File: config.mk
export PLATFORM = sky130hd
export DESIGN_NAME = qarma_shuffle_stage
export DESIGN_NICKNAME = d
export VERILOG_FILES = /design/src/rtl/qarma_shuffle_stage.sv
export SDC_FILE = /design/constraint.sdc
export NUM_CORES = 1
export LEC_CHECK = 0
export BUFFER_PORTS_ARGS = -buffer_cell sky130_fd_sc_hd__buf_4
export CAP_MARGIN = 15
export CORE_MARGIN = 2
export CORE_UTILIZATION = 50
export CTS_BUF_LIST = sky130_fd_sc_hd__clkbuf_16
export DETAILED_ROUTE_END_ITERATION = 6
export PLACE_DENSITY = 0.78
export SETUP_SLACK_MARGIN = 0.4
export SYNTH_ARGS = -nofsm -noshare
export SYNTH_HDL_FRONTEND = slang
export SYNTH_SLANG_ARGS = --single-unit
File: constraint.sdc
create_clock -name clk -period 2.1 [get_ports clk]
set_input_delay 0.105 -clock clk [delete_from_list [all_inputs] [get_ports clk]]
set_output_delay 0.105 -clock clk [all_outputs]
set_load 0.02 [all_outputs]
File: src/rtl/qarma_shuffle_stage.sv
// QARMA-128 pre-diffusion stage: XOR with the round tweakey, tau / tau^-1 cell shuffle,
// and a 2-entry skid buffer in front of MixColumns.
module qarma_shuffle_stage #(
  parameter int n     = 128,
  parameter int TAG_W = 4
) (
  input  logic             clk,
  input  logic             rst_n,
  input  logic             flush,
  input  logic             in_valid,
  output logic             in_ready,
  input  logic [n-1:0]     in_state,
  input  logic [n-1:0]     in_tk,
  input  logic             in_inv,
  input  logic [TAG_W-1:0] in_tag,
  output logic             out_valid,
  input  logic             out_ready,
  output logic [n-1:0]     out_state,
  output logic [TAG_W-1:0] out_tag,
  output logic [1:0]       occupancy
);

  localparam int M = n >> 4;

  typedef enum logic [1:0] {
    EMPTY = 2'd0,
    ONE   = 2'd1,
    TWO   = 2'd2
  } state_e;

  localparam logic [3:0] TAU     [16] = '{4'd0, 4'd11, 4'd6, 4'd13, 4'd10, 4'd1, 4'd12, 4'd7,
                                          4'd5, 4'd14, 4'd3, 4'd8, 4'd15, 4'd4, 4'd9, 4'd2};
  localparam logic [3:0] TAU_INV [16] = '{4'd0, 4'd5, 4'd15, 4'd10, 4'd13, 4'd8, 4'd2, 4'd7,
                                          4'd11, 4'd14, 4'd4, 4'd1, 4'd6, 4'd3, 4'd9, 4'd12};

  // Output cell i takes source cell P[i]; cell 0 is the most significant cell.
  function automatic logic [n-1:0] shuffle(input logic [n-1:0] x, input logic inv);
    logic [n-1:0] r;
    int           src;
    r = '0;
    for (int i = 0; i < 16; i++) begin
      src = inv ? int'(TAU_INV[i]) : int'(TAU[i]);
      r[n-1-i*M -: M] = x[n-1-src*M -: M];
    end
    return r;
  endfunction

  state_e           state_q, state_d;
  logic [n-1:0]     main_state_q, main_state_d;
  logic [TAG_W-1:0] main_tag_q, main_tag_d;
  logic [n-1:0]     skid_state_q, skid_state_d;
  logic [TAG_W-1:0] skid_tag_q, skid_tag_d;
  logic             out_valid_q, out_valid_d;
  logic             in_ready_q, in_ready_d;

  logic             accept;
  logic             send;
  logic [n-1:0]     shuf;

  assign accept = in_valid & in_ready_q;
  assign send   = out_valid_q & out_ready;
  assign shuf   = shuffle(in_state ^ in_tk, in_inv);

  always_comb begin
    state_d      = state_q;
    main_state_d = main_state_q;
    main_tag_d   = main_tag_q;
    skid_state_d = skid_state_q;
    skid_tag_d   = skid_tag_q;
    unique case (state_q)
      EMPTY: begin
        if (accept) begin
          state_d      = ONE;
          main_state_d = shuf;
          main_tag_d   = in_tag;
        end
      end
      ONE: begin
        if (accept && send) begin
          main_state_d = shuf;
          main_tag_d   = in_tag;
        end else if (accept) begin
          state_d      = TWO;
          skid_state_d = shuf;
          skid_tag_d   = in_tag;
        end else if (send) begin
          state_d = EMPTY;
        end
      end
      TWO: begin
        if (send) begin
          state_d      = ONE;
          main_state_d = skid_state_q;
          main_tag_d   = skid_tag_q;
        end
      end
      default: state_d = EMPTY;
    endcase
    // Flush wins over any same-cycle accept or send; register data is left as don't-care.
    if (flush) begin
      state_d = EMPTY;
    end
    out_valid_d = (state_d != EMPTY);
    in_ready_d  = (state_d != TWO);
  end

  always_ff @(posedge clk or negedge rst_n) begin
    if (!rst_n) begin
      state_q      <= EMPTY;
      main_state_q <= '0;
      main_tag_q   <= '0;
      skid_state_q <= '0;
      skid_tag_q   <= '0;
      out_valid_q  <= 1'b0;
      in_ready_q   <= 1'b1;
    end else begin
      state_q      <= state_d;
      main_state_q <= main_state_d;
      main_tag_q   <= main_tag_d;
      skid_state_q <= skid_state_d;
      skid_tag_q   <= skid_tag_d;
      out_valid_q  <= out_valid_d;
      in_ready_q   <= in_ready_d;
    end
  end

  assign in_ready  = in_ready_q;
  assign out_valid = out_valid_q;
  assign out_state = main_state_q;
  assign out_tag   = main_tag_q;
  assign occupancy = state_q;

endmodule
==> impl_results.html, run 1 <==
<table>
<tr><th>Metric</th><th>Value</th></tr>
<tr><th colspan="2">Detailed routing</th></tr>
<tr><td>Detailed-route vias per instance</td><td>~5.8</td></tr>
<tr><td>DRT Wirelength</td><td>47,400 microns</td></tr>
<tr><td>Detail Route Antenna Nets</td><td>0</td></tr>
<tr><td>Count of vias placed by the detailed router</td><td>roughly 13,000</td></tr>
<tr><td>Number of DRC violations after detailed-routing iteration 0</td><td>roughly 1,000</td></tr>
<tr><td>Detailed-routing iteration count for the pre-antenna-repair pass</td><td>6</td></tr>
<tr><td>Avg WL per Cell</td><td>21.9 microns</td></tr>
<tr><td>DRC violation count after routing</td><td>0</td></tr>
<tr><th colspan="2">Critical path</th></tr>
<tr><td>Worst setup path category</td><td>reg2reg</td></tr>
<tr><td>Maximum fanout encountered on the critical timing path</td><td>8</td></tr>
<tr><td>Worst reg2reg startpoint</td><td>in_ready</td></tr>
<tr><td>Kind of end point of the critical path</td><td>register</td></tr>
<tr><td>Crit. Startpoint</td><td>in_ready</td></tr>
<tr><td>Arrival time worst endpoint</td><td>2.23 ns</td></tr>
<tr><td>Cells on worst reg2reg path</td><td>6</td></tr>
<tr><td>R2R Setup Slk</td><td>0.28 ns</td></tr>
<tr><td>Required time of the worst setup path</td><td>2.51 ns</td></tr>
<tr><td>Launching element type of the critical path</td><td>register</td></tr>
<tr><td>Reg-to-Reg End</td><td>skid_state_q[85]</td></tr>
<tr><th colspan="2">Power and ir drop</th></tr>
<tr><td>Share of total power in combinational logic</td><td>between 30% and 40%</td></tr>
<tr><td>Relative contribution of sequential cells to total power</td><td>40.0%</td></tr>
<tr><td>Switching share of total power</td><td>a little over a third</td></tr>
<tr><td>Share of power burned in the clock network</td><td>22.2%</td></tr>
<tr><td>VDD IR max</td><td>between 0.0006 and 0.0007 V</td></tr>
<tr><td>Internal power summed over all cells</td><td>13.8 mW</td></tr>
<tr><td>Post-route total power</td><td>roughly 21 mW</td></tr>
<tr><td>Reported net switching power</td><td>7.31 mW</td></tr>
<tr><td>Power Density</td><td>between 1000 and 1500 nW/um^2</td></tr>
<tr><td>Static leakage</td><td>between 9 and 10 nW</td></tr>
<tr><th colspan="2">Synthesis</th></tr>
<tr><td>Share of synthesized area occupied by flip-flops and latches</td><td>50.9%</td></tr>
<tr><td>Post-synthesis instance total</td><td>around 1,300</td></tr>
<tr><td>Mapped Area</td><td>13,200 sq um</td></tr>
<tr><td>Total of flip-flops plus latches after synthesis</td><td>268</td></tr>
<tr><td>Yosys synthesis warning count</td><td>0</td></tr>
<tr><td>Synthesized area per cell</td><td>roughly 10 sq um</td></tr>
<tr><td>Count of flip-flops with a built-in enable after synthesis</td><td>0</td></tr>
<tr><td>Count of unique library cells instantiated by Yosys</td><td>29</td></tr>
<tr><td>Synth Net Count</td><td>about 1,600</td></tr>
<tr><td>Fraction of registers with async set or reset after synthesis</td><td>100%</td></tr>
<tr><td>Commonest register cell after synthesis</td><td>sky130_fd_sc_hd__dfrtp_1</td></tr>
<tr><th colspan="2">Cells and area</th></tr>
<tr><td>Final net count</td><td>around 2,100</td></tr>
<tr><td>Post-route standard cell area excluding fillers</td><td>19,800 sq um</td></tr>
<tr><td>Area of the multi-input gates</td><td>6260 sq um</td></tr>
<tr><td>Most common cell after layout, fill and taps aside</td><td>sky130_fd_sc_hd__buf_4</td></tr>
<tr><td>Leading cell types in the layout, fill and taps excluded</td><td>sky130_fd_sc_hd__buf_4 (425), sky130_fd_sc_hd__dfrtp_1 (264), sky130_fd_sc_hd__nand2_1 (235), sky130_fd_sc_hd__nor2_1 (164), sky130_fd_sc_hd__xnor2_1 (128)</td></tr>
<tr><td>Combined flip-flop and latch cell area</td><td>6710 sq um</td></tr>
<tr><td>Fillers</td><td>1,628</td></tr>
<tr><td>Synthesis-to-layout area growth</td><td>50.1%</td></tr>
<tr><td>Fin cells</td><td>2,162</td></tr>
<tr><td>Post-route core utilization</td><td>between 70 and 80%</td></tr>
<tr><td>Ratio of cells with drive above 1 in the final layout</td><td>approximately a third</td></tr>
<tr><th colspan="2">Timing</th></tr>
<tr><td>Highest clock frequency the design can meet</td><td>550 MHz</td></tr>
<tr><td>Final sum of negative setup slack</td><td>0 ns</td></tr>
<tr><td>Slew headroom</td><td>55.5%</td></tr>
<tr><td>Final setup violating endpoints</td><td>0</td></tr>
<tr><td>Worst clock skew</td><td>roughly 0.0092 ns</td></tr>
<tr><td>Count of final hold-check violations</td><td>0</td></tr>
<tr><td>Slew @ Worst Pin</td><td>roughly 0.67 ns</td></tr>
<tr><td>Worst hold slack</td><td>0.00890 ns</td></tr>
<tr><td>Unrepaired setup endpoints after global routing</td><td>true</td></tr>
<tr><td>Setup slack after layout</td><td>0.281 ns</td></tr>
<tr><td>Post-route clock period utilization</td><td>86.6%</td></tr>
<tr><td>Shortest clock period the worst path allows after layout</td><td>1.82 ns</td></tr>
<tr><td>Pins over their slew limit</td><td>0</td></tr>
<tr><th colspan="2">Placement</th></tr>
<tr><td>Buffers added on ports</td><td>401</td></tr>
<tr><td>Cell area after placement</td><td>16,600 sq um</td></tr>
<tr><td>Final RePlAce weighted congestion</td><td>0.813</td></tr>
<tr><td>Placed insts</td><td>1,969</td></tr>
<tr><td>Dpl hpwl</td><td>25,100 microns</td></tr>
<tr><td>Worst slack at placement</td><td>0.193 ns</td></tr>
<tr><th colspan="2">Hold path</th></tr>
<tr><td>Min-Delay Path Class</td><td>in2reg</td></tr>
<tr><td>Destination of the worst hold path</td><td>out_state[67]</td></tr>
<tr><td>Cell count of the worst hold path</td><td>5</td></tr>
<tr><td>Hold Path Origin</td><td>in_tk[67]</td></tr>
<tr><th colspan="2">CTS</th></tr>
<tr><td>Number of clock buffers inserted by TritonCTS</td><td>28</td></tr>
<tr><td>H-Tree Depth</td><td>1</td></tr>
<tr><td>Cell chosen for the clock root</td><td>sky130_fd_sc_hd__clkbuf_16</td></tr>
<tr><td>Clock transition at the register clock pins on the worst setup and hold paths after CTS</td><td>0.07 ns</td></tr>
<tr><td>Number of clock sinks</td><td>268</td></tr>
<tr><td>CTS tree</td><td>built</td></tr>
<tr><td>Clock insertion delay at the later pin of the skew report</td><td>0.54 ns</td></tr>
<tr><td>CTS Buffer Depth</td><td>3</td></tr>
<tr><th colspan="2">Run</th></tr>
<tr><td>Max-capacitance violation count</td><td>0</td></tr>
<tr><th colspan="2">Die</th></tr>
<tr><td>Area of the core</td><td>26,000 sq um</td></tr>
<tr><td>Vert. Die Dim</td><td>approximately 170 microns</td></tr>
<tr><td>DIE AREA</td><td>27,700 sq um</td></tr>
<tr><td>Horiz. Die Dim</td><td>between 150 and 200 microns</td></tr>
<tr><td>Count of standard-cell rows</td><td>just under 60</td></tr>
<tr><td>Count of boundary I/O pins</td><td>between 400 and 500</td></tr>
<tr><td>Starting Density</td><td>50.7%</td></tr>
<tr><th colspan="2">Global route</th></tr>
<tr><td>Global-route wire length before repair</td><td>64,400 microns</td></tr>
<tr><td>Number of global-route vias before repair</td><td>12,250</td></tr>
<tr><td>Total routing usage reported by global routing</td><td>28.8%</td></tr>
<tr><td>Initial antenna violation count</td><td>3</td></tr>
<tr><td>Pin count of the biggest net entering global routing</td><td>just over 80</td></tr>
<tr><td>Total congestion overflow after global routing</td><td>0</td></tr>
<tr><th colspan="2">Outcome</th></tr>
<tr><td>Outcome</td><td>complete, no violations</td></tr>
</table>
## cell type report
class	count	share of cell area [%]
clock buffer	29	3.67
sequential	268	33.9
tap	335	2.12
timing repair buffer	570	28.0
antenna	3	0.0379
clock inverter	20	0.569
inverter	1	0.0190
multi-input combinational	936	31.6
## cells by family (layout without fill, tap and decap cells)
logic type / count (synthesis) / after routing / share of synthesized area (%)
muxes: 196 / 196 / 15.8
DFF: 268 / 268 / 50.9
buffers and inverters: 89 / 620 / 4.00
xor gates and xnor gates: 128 / 128 / 8.50
and+or+nand+nor: 408 / 408 / 11.9
AOI/OAI and AO/OA: 204 / 204 / 8.85
other: 0 / 3 / 0
## per-layer routing
layer,global-route usage [%],routed length [microns]
met1,33.7,16700
met5,0,0
met3,4.67,3810
met4,13.0,2970
met2,51.9,23900
## power by group through the flow
| stage | Combinational (mW) | Clock, mW | Sequential, mW |
|---|---|---|---|
| after floorplan | 2.68 | 0 | 9.00 |
| after detailed placement | 6.24 | 0 | 8.31 |
| after global routing | 8.43 | 4.89 | 8.59 |
| after global placement | 6.03 | 0 | 8.20 |
| final | 7.97 | 4.67 | 8.44 |
| after CTS | 6.73 | 4.64 | 8.24 |
## Yosys cell counts, types with 7 or more instances
cell type,number,area (sq um)
sky130_fd_sc_hd__dfrtp_1,267,6680
sky130_fd_sc_hd__o21ai_0,33,165
sky130_fd_sc_hd__buf_6,10,113
sky130_fd_sc_hd__nor2_1,165,619
sky130_fd_sc_hd__mux2_1,93,1050
sky130_fd_sc_hd__a21oi_1,66,330
sky130_fd_sc_hd__a31oi_1,100,626
sky130_fd_sc_hd__buf_2,50,250
sky130_fd_sc_hd__nand2_1,235,882
sky130_fd_sc_hd__xnor2_1,128,1120
sky130_fd_sc_hd__mux2i_1,96,961
sky130_fd_sc_hd__clkbuf_1,13,48.8
sky130_fd_sc_hd__mux2_2,7,78.8
sky130_fd_sc_hd__buf_4,15,113
## state kept, by name (all words and copies together) (netlist names)
| register | count |
|---|---|
| in_ready | 1 |
| occupancy | 2 |
| out_state | 128 |
| out_tag | 4 |
| out_valid | 1 |
| skid_state_q | 128 |
| skid_tag_q | 4 |
## worst max-delay path, stage by stage (launching register included)
cell and delay [ns]:
sky130_fd_sc_hd__dfstp_2 0.58, sky130_fd_sc_hd__nand4b_4 0.13, sky130_fd_sc_hd__a21oi_4 0.16, sky130_fd_sc_hd__buf_12 0.16, sky130_fd_sc_hd__buf_16 0.17, sky130_fd_sc_hd__buf_6 0.16
sky130_fd_sc_hd__mux2_1 0.33
## worst max-delay path by stage
| stage | to | slack [ns] | cells after the start |
|---|---|---|---|
| 3_3_place_gp | skid_state_q[7] | 0.23 | 4 |
| 3_5_place_dp | skid_state_q[81] | 0.19 | 4 |
| 4_1_cts | out_state[92] | 0.31 | 5 |
| 2_1_floorplan | skid_state_q[100] | 0.42 | 6 |
| 6_report | skid_state_q[85] | 0.28 | 6 |
| 5_1_grt | out_state[125] | 0.14 | 6 |
## what timing repair did
item	in CTS	in global routing
setup buffers	14	15
endpoints found under the setup margin	194	254
gates cloned	11	27
hold buffers	74	0
hold endpoints to repair	116	0
pin swaps	1	3
resized for setup	14	86
Power figures use the tool's default switching activity.
==> run 2, diff against run 1 <==
--- a/config.mk
+++ b/config.mk
@@ -8,11 +8,12 @@
 export BUFFER_PORTS_ARGS = -buffer_cell sky130_fd_sc_hd__buf_4
 export CAP_MARGIN = 15
 export CORE_MARGIN = 2
-export CORE_UTILIZATION = 50
+export CORE_UTILIZATION = 43
 export CTS_BUF_LIST = sky130_fd_sc_hd__clkbuf_16
 export DETAILED_ROUTE_END_ITERATION = 6
-export PLACE_DENSITY = 0.78
+export PLACE_DENSITY = 0.69
 export SETUP_SLACK_MARGIN = 0.4
+export SLEW_MARGIN = 20
 export SYNTH_ARGS = -nofsm -noshare
 export SYNTH_HDL_FRONTEND = slang
 export SYNTH_SLANG_ARGS = --single-unit
==> impl_results.html, run 2 (same netlist as run 1, synthesis figures left out) <==
<table>
<tr><th>Metric</th><th>Value</th></tr>
<tr><th colspan="2">Detailed routing</th></tr>
<tr><td>Detailed-route vias per instance</td><td>5.29 (-8.6%)</td></tr>
<tr><td>Detailed-routing iteration count for the pre-antenna-repair pass</td><td>5 (-1)</td></tr>
<tr><td>Detail Route Antenna Nets</td><td>0 (unchanged)</td></tr>
<tr><td>DRC violation count after routing</td><td>0 (unchanged)</td></tr>
<tr><td>Avg WL per Cell</td><td>19.1 microns (-13%)</td></tr>
<tr><td>DRT Wirelength</td><td>41,900 microns (-12%)</td></tr>
<tr><td>Count of vias placed by the detailed router</td><td>11,601 (-7.3%)</td></tr>
<tr><td>Number of DRC violations after detailed-routing iteration 0</td><td>776 (-26%)</td></tr>
<tr><th colspan="2">Timing</th></tr>
<tr><td>Count of final hold-check violations</td><td>0 (unchanged)</td></tr>
<tr><td>Worst hold slack</td><td>0.00338 ns (-0.00551 ns)</td></tr>
<tr><td>Final sum of negative setup slack</td><td>0 ns (unchanged)</td></tr>
<tr><td>Pins over their slew limit</td><td>0 (unchanged)</td></tr>
<tr><td>Slew headroom</td><td>67.4% (+12 points)</td></tr>
<tr><td>Highest clock frequency the design can meet</td><td>564 MHz (+2.7%)</td></tr>
<tr><td>Worst clock skew</td><td>0.00929 ns (+0.0000941 ns)</td></tr>
<tr><td>Shortest clock period the worst path allows after layout</td><td>1.77 ns (-0.0470 ns)</td></tr>
<tr><td>Post-route clock period utilization</td><td>84.4% (-2.2 points)</td></tr>
<tr><td>Slew @ Worst Pin</td><td>0.476 ns (-0.192 ns)</td></tr>
<tr><td>Final setup violating endpoints</td><td>0 (unchanged)</td></tr>
<tr><td>Unrepaired setup endpoints after global routing</td><td>true</td></tr>
<tr><th colspan="2">Critical path</th></tr>
<tr><td>R2R Setup Slk</td><td>0.33 ns (+0.05 ns)</td></tr>
<tr><td>Worst reg2reg startpoint</td><td>in_ready</td></tr>
<tr><td>Required time of the worst setup path</td><td>2.51 ns (about the same)</td></tr>
<tr><td>Cells on worst reg2reg path</td><td>6 (unchanged)</td></tr>
<tr><td>Maximum fanout encountered on the critical timing path</td><td>27 (+19)</td></tr>
<tr><td>Launching element type of the critical path</td><td>register</td></tr>
<tr><td>Arrival time worst endpoint</td><td>2.18 ns (-0.05 ns)</td></tr>
<tr><td>Reg-to-Reg End</td><td>out_state[41]</td></tr>
<tr><td>Worst setup path category</td><td>reg2reg</td></tr>
<tr><td>Kind of end point of the critical path</td><td>register</td></tr>
<tr><th colspan="2">Cells and area</th></tr>
<tr><td>Antenna diode instance count</td><td>0 (-3)</td></tr>
<tr><td>Fillers</td><td>2,340 (+44%)</td></tr>
<tr><td>Post-route core utilization</td><td>63.3% (-13 points)</td></tr>
<tr><td>Leading cell types in the layout, fill and taps excluded</td><td>sky130_fd_sc_hd__buf_4 (408), sky130_fd_sc_hd__dfrtp_1 (264), sky130_fd_sc_hd__nand2_1 (235), sky130_fd_sc_hd__nor2_1 (163), sky130_fd_sc_hd__xnor2_1 (128)</td></tr>
<tr><td>Most common cell after layout, fill and taps aside</td><td>sky130_fd_sc_hd__buf_4</td></tr>
<tr><td>Final net count</td><td>2,041 (-1.4%)</td></tr>
<tr><td>Ratio of cells with drive above 1 in the final layout</td><td>30.9% (-2.7 points)</td></tr>
<tr><td>Fin cells</td><td>2,193 (+1.4%)</td></tr>
<tr><td>Synthesis-to-layout area growth</td><td>46.1%</td></tr>
<tr><th colspan="2">Global route</th></tr>
<tr><td>Total routing usage reported by global routing</td><td>24.1% (-4.7 points)</td></tr>
<tr><td>Initial antenna violation count</td><td>0 (-3)</td></tr>
<tr><td>Pin count of the biggest net entering global routing</td><td>83 (+2.5%)</td></tr>
<tr><td>Total congestion overflow after global routing</td><td>0 (unchanged)</td></tr>
<tr><td>Number of global-route vias before repair</td><td>11,451 (-6.5%)</td></tr>
<tr><td>Global-route wire length before repair</td><td>60,700 microns (-5.6%)</td></tr>
<tr><th colspan="2">CTS</th></tr>
<tr><td>H-Tree Depth</td><td>1 (unchanged)</td></tr>
<tr><td>Number of clock sinks</td><td>268 (unchanged)</td></tr>
<tr><td>Clock insertion delay at the later pin of the skew report</td><td>0.55 ns (about the same)</td></tr>
<tr><td>CTS Buffer Depth</td><td>3 (unchanged)</td></tr>
<tr><td>Number of clock buffers inserted by TritonCTS</td><td>29 (+3.6%)</td></tr>
<tr><td>Clock transition at the register clock pins on the worst setup and hold paths after CTS</td><td>0.06 ns (about the same)</td></tr>
<tr><td>CTS tree</td><td>built</td></tr>
<tr><td>Cell chosen for the clock root</td><td>sky130_fd_sc_hd__clkbuf_16</td></tr>
<tr><th colspan="2">Hold path</th></tr>
<tr><td>Cell count of the worst hold path</td><td>5 (unchanged)</td></tr>
<tr><td>Destination of the worst hold path</td><td>out_state[52]</td></tr>
<tr><td>Min-Delay Path Class</td><td>in2reg</td></tr>
<tr><td>Hold Path Origin</td><td>in_tk[12]</td></tr>
<tr><th colspan="2">Outcome</th></tr>
<tr><td>Outcome</td><td>complete, no violations</td></tr>
<tr><th colspan="2">Placement</th></tr>
<tr><td>Dpl hpwl</td><td>24,000 microns (-4.4%)</td></tr>
<tr><td>Placed insts</td><td>2,025 (+2.8%)</td></tr>
<tr><td>Final RePlAce weighted congestion</td><td>0.779 (-4.2%)</td></tr>
<tr><td>Buffers added on ports</td><td>401 (unchanged)</td></tr>
<tr><th colspan="2">Power and ir drop</th></tr>
<tr><td>Internal power summed over all cells</td><td>13.6 mW (-0.99%)</td></tr>
<tr><td>Reported net switching power</td><td>6.87 mW (-6.0%)</td></tr>
<tr><td>Switching share of total power</td><td>33.5% (-1.2 points)</td></tr>
<tr><td>Share of total power in combinational logic</td><td>35.6% (-2.2 points)</td></tr>
<tr><td>VDD IR max</td><td>0.000573 V (-11%)</td></tr>
<tr><td>Share of power burned in the clock network</td><td>24.1% (+1.9 points)</td></tr>
<tr><td>Static leakage</td><td>8.88 nW (-3.0%)</td></tr>
<tr><td>Power Density</td><td>1060 nW/um^2 (about the same)</td></tr>
<tr><td>Relative contribution of sequential cells to total power</td><td>40.4% (+0.4 points)</td></tr>
<tr><th colspan="2">Die</th></tr>
<tr><td>Count of boundary I/O pins</td><td>402 (unchanged)</td></tr>
<tr><td>Vert. Die Dim</td><td>179 microns (+7.6%)</td></tr>
<tr><td>Area of the core</td><td>30,400 sq um (+17%)</td></tr>
<tr><td>Starting Density</td><td>43.3% (-7.4 points)</td></tr>
<tr><td>Count of standard-cell rows</td><td>64 (+8.5%)</td></tr>
<tr><td>DIE AREA</td><td>32,100 sq um (+16%)</td></tr>
<tr><td>Horiz. Die Dim</td><td>179 microns (+7.6%)</td></tr>
<tr><th colspan="2">Run</th></tr>
<tr><td>Max-capacitance violation count</td><td>0 (unchanged)</td></tr>
</table>
==> run 2: cell types whose count changed in the layout (fill, tap and decap cells not counted), moves of 5 or more <==
cell                            change
sky130_fd_sc_hd__buf_12            -13
sky130_fd_sc_hd__buf_4             -17
sky130_fd_sc_hd__clkbuf_16         -12
sky130_fd_sc_hd__dlygate4sd3_1      +5
sky130_fd_sc_hd__mux2_1            +23
sky130_fd_sc_hd__mux2_2             +5
sky130_fd_sc_hd__mux2_4            -28
==> run 2: metrics by stage <==
step	area [sq um]	setup WS (ns)	power (mW)
2_1_floorplan	13200	0.415	11.7
3_3_place_gp	16600	0.320	14.2
3_5_place_dp	16600	0.263	14.5
4_1_cts	18800	0.368	20.0
5_1_grt	19300	0.243	21.6
6_report	19300	0.328	20.5
==> run 2: timing repair <==
action	4_1_cts	5_1_grt
hold buffers	79	0
endpoints found under the setup margin	211	261
setup buffers	12	0
gates resized for setup	34	39
hold endpoints to repair	300	0
pin swaps	2	1
gates cloned	11	13
==> run 2: worst max-delay path, cell delays in order, from the launching register on <==
cell	delay, ns
sky130_fd_sc_hd__dfstp_2	0.58
sky130_fd_sc_hd__nand4_1	0.14
sky130_fd_sc_hd__o211ai_4	0.29
sky130_fd_sc_hd__buf_12	0.21
sky130_fd_sc_hd__buf_12	0.12
sky130_fd_sc_hd__buf_16	0.17
sky130_fd_sc_hd__a31oi_1	0.12
==> run 2: per-layer routing <==
layer / global-route usage (%) / vias to the layer above / routed length, microns
met1: 30.1 / 5683 / 16700
met5: 0 / - / 0
li1: - / 5352 / -
met2: 41.9 / 468 / 20600
met3: 4.37 / 98 / 2990
met4: 8.60 / 0 / 1580
==> run 2: worst max path at each step <==
stage	startpoint	end	slack [ns]	cells past startpoint
after CTS	in_ready	skid_state_q[84]	0.37	5
after detailed placement	occupancy[0]	skid_state_q[101]	0.26	4
final	in_ready	out_state[41]	0.33	6
after global routing	in_ready	out_state[24]	0.24	6
after floorplan	occupancy[1]	skid_state_q[100]	0.42	6
after global placement	in_ready	skid_state_q[1]	0.32	4
==> run 2: final cells by class <==
cell class	count	area (sq um)	area share, %
Inverter	1	3.75	0.0195
Timing Repair Buffer	539	5000	26.0
Tap cell	396	495	2.57
Clock buffer	29	726	3.77
Clock inverter	24	181	0.942
Sequential cell	268	6710	34.8
Multi-Input combinational cell	936	6140	31.9
==> run 2: power by group through the flow <==
stage | logic (mW) | registers, mW | clock network [mW]
floorplan | 2.68 | 9.00 | 0
global placement | 6.06 | 8.17 | 0
detailed placement | 6.23 | 8.25 | 0
CTS | 6.83 | 8.19 | 5.00
global route | 7.80 | 8.50 | 5.25
finish | 7.29 | 8.28 | 4.93
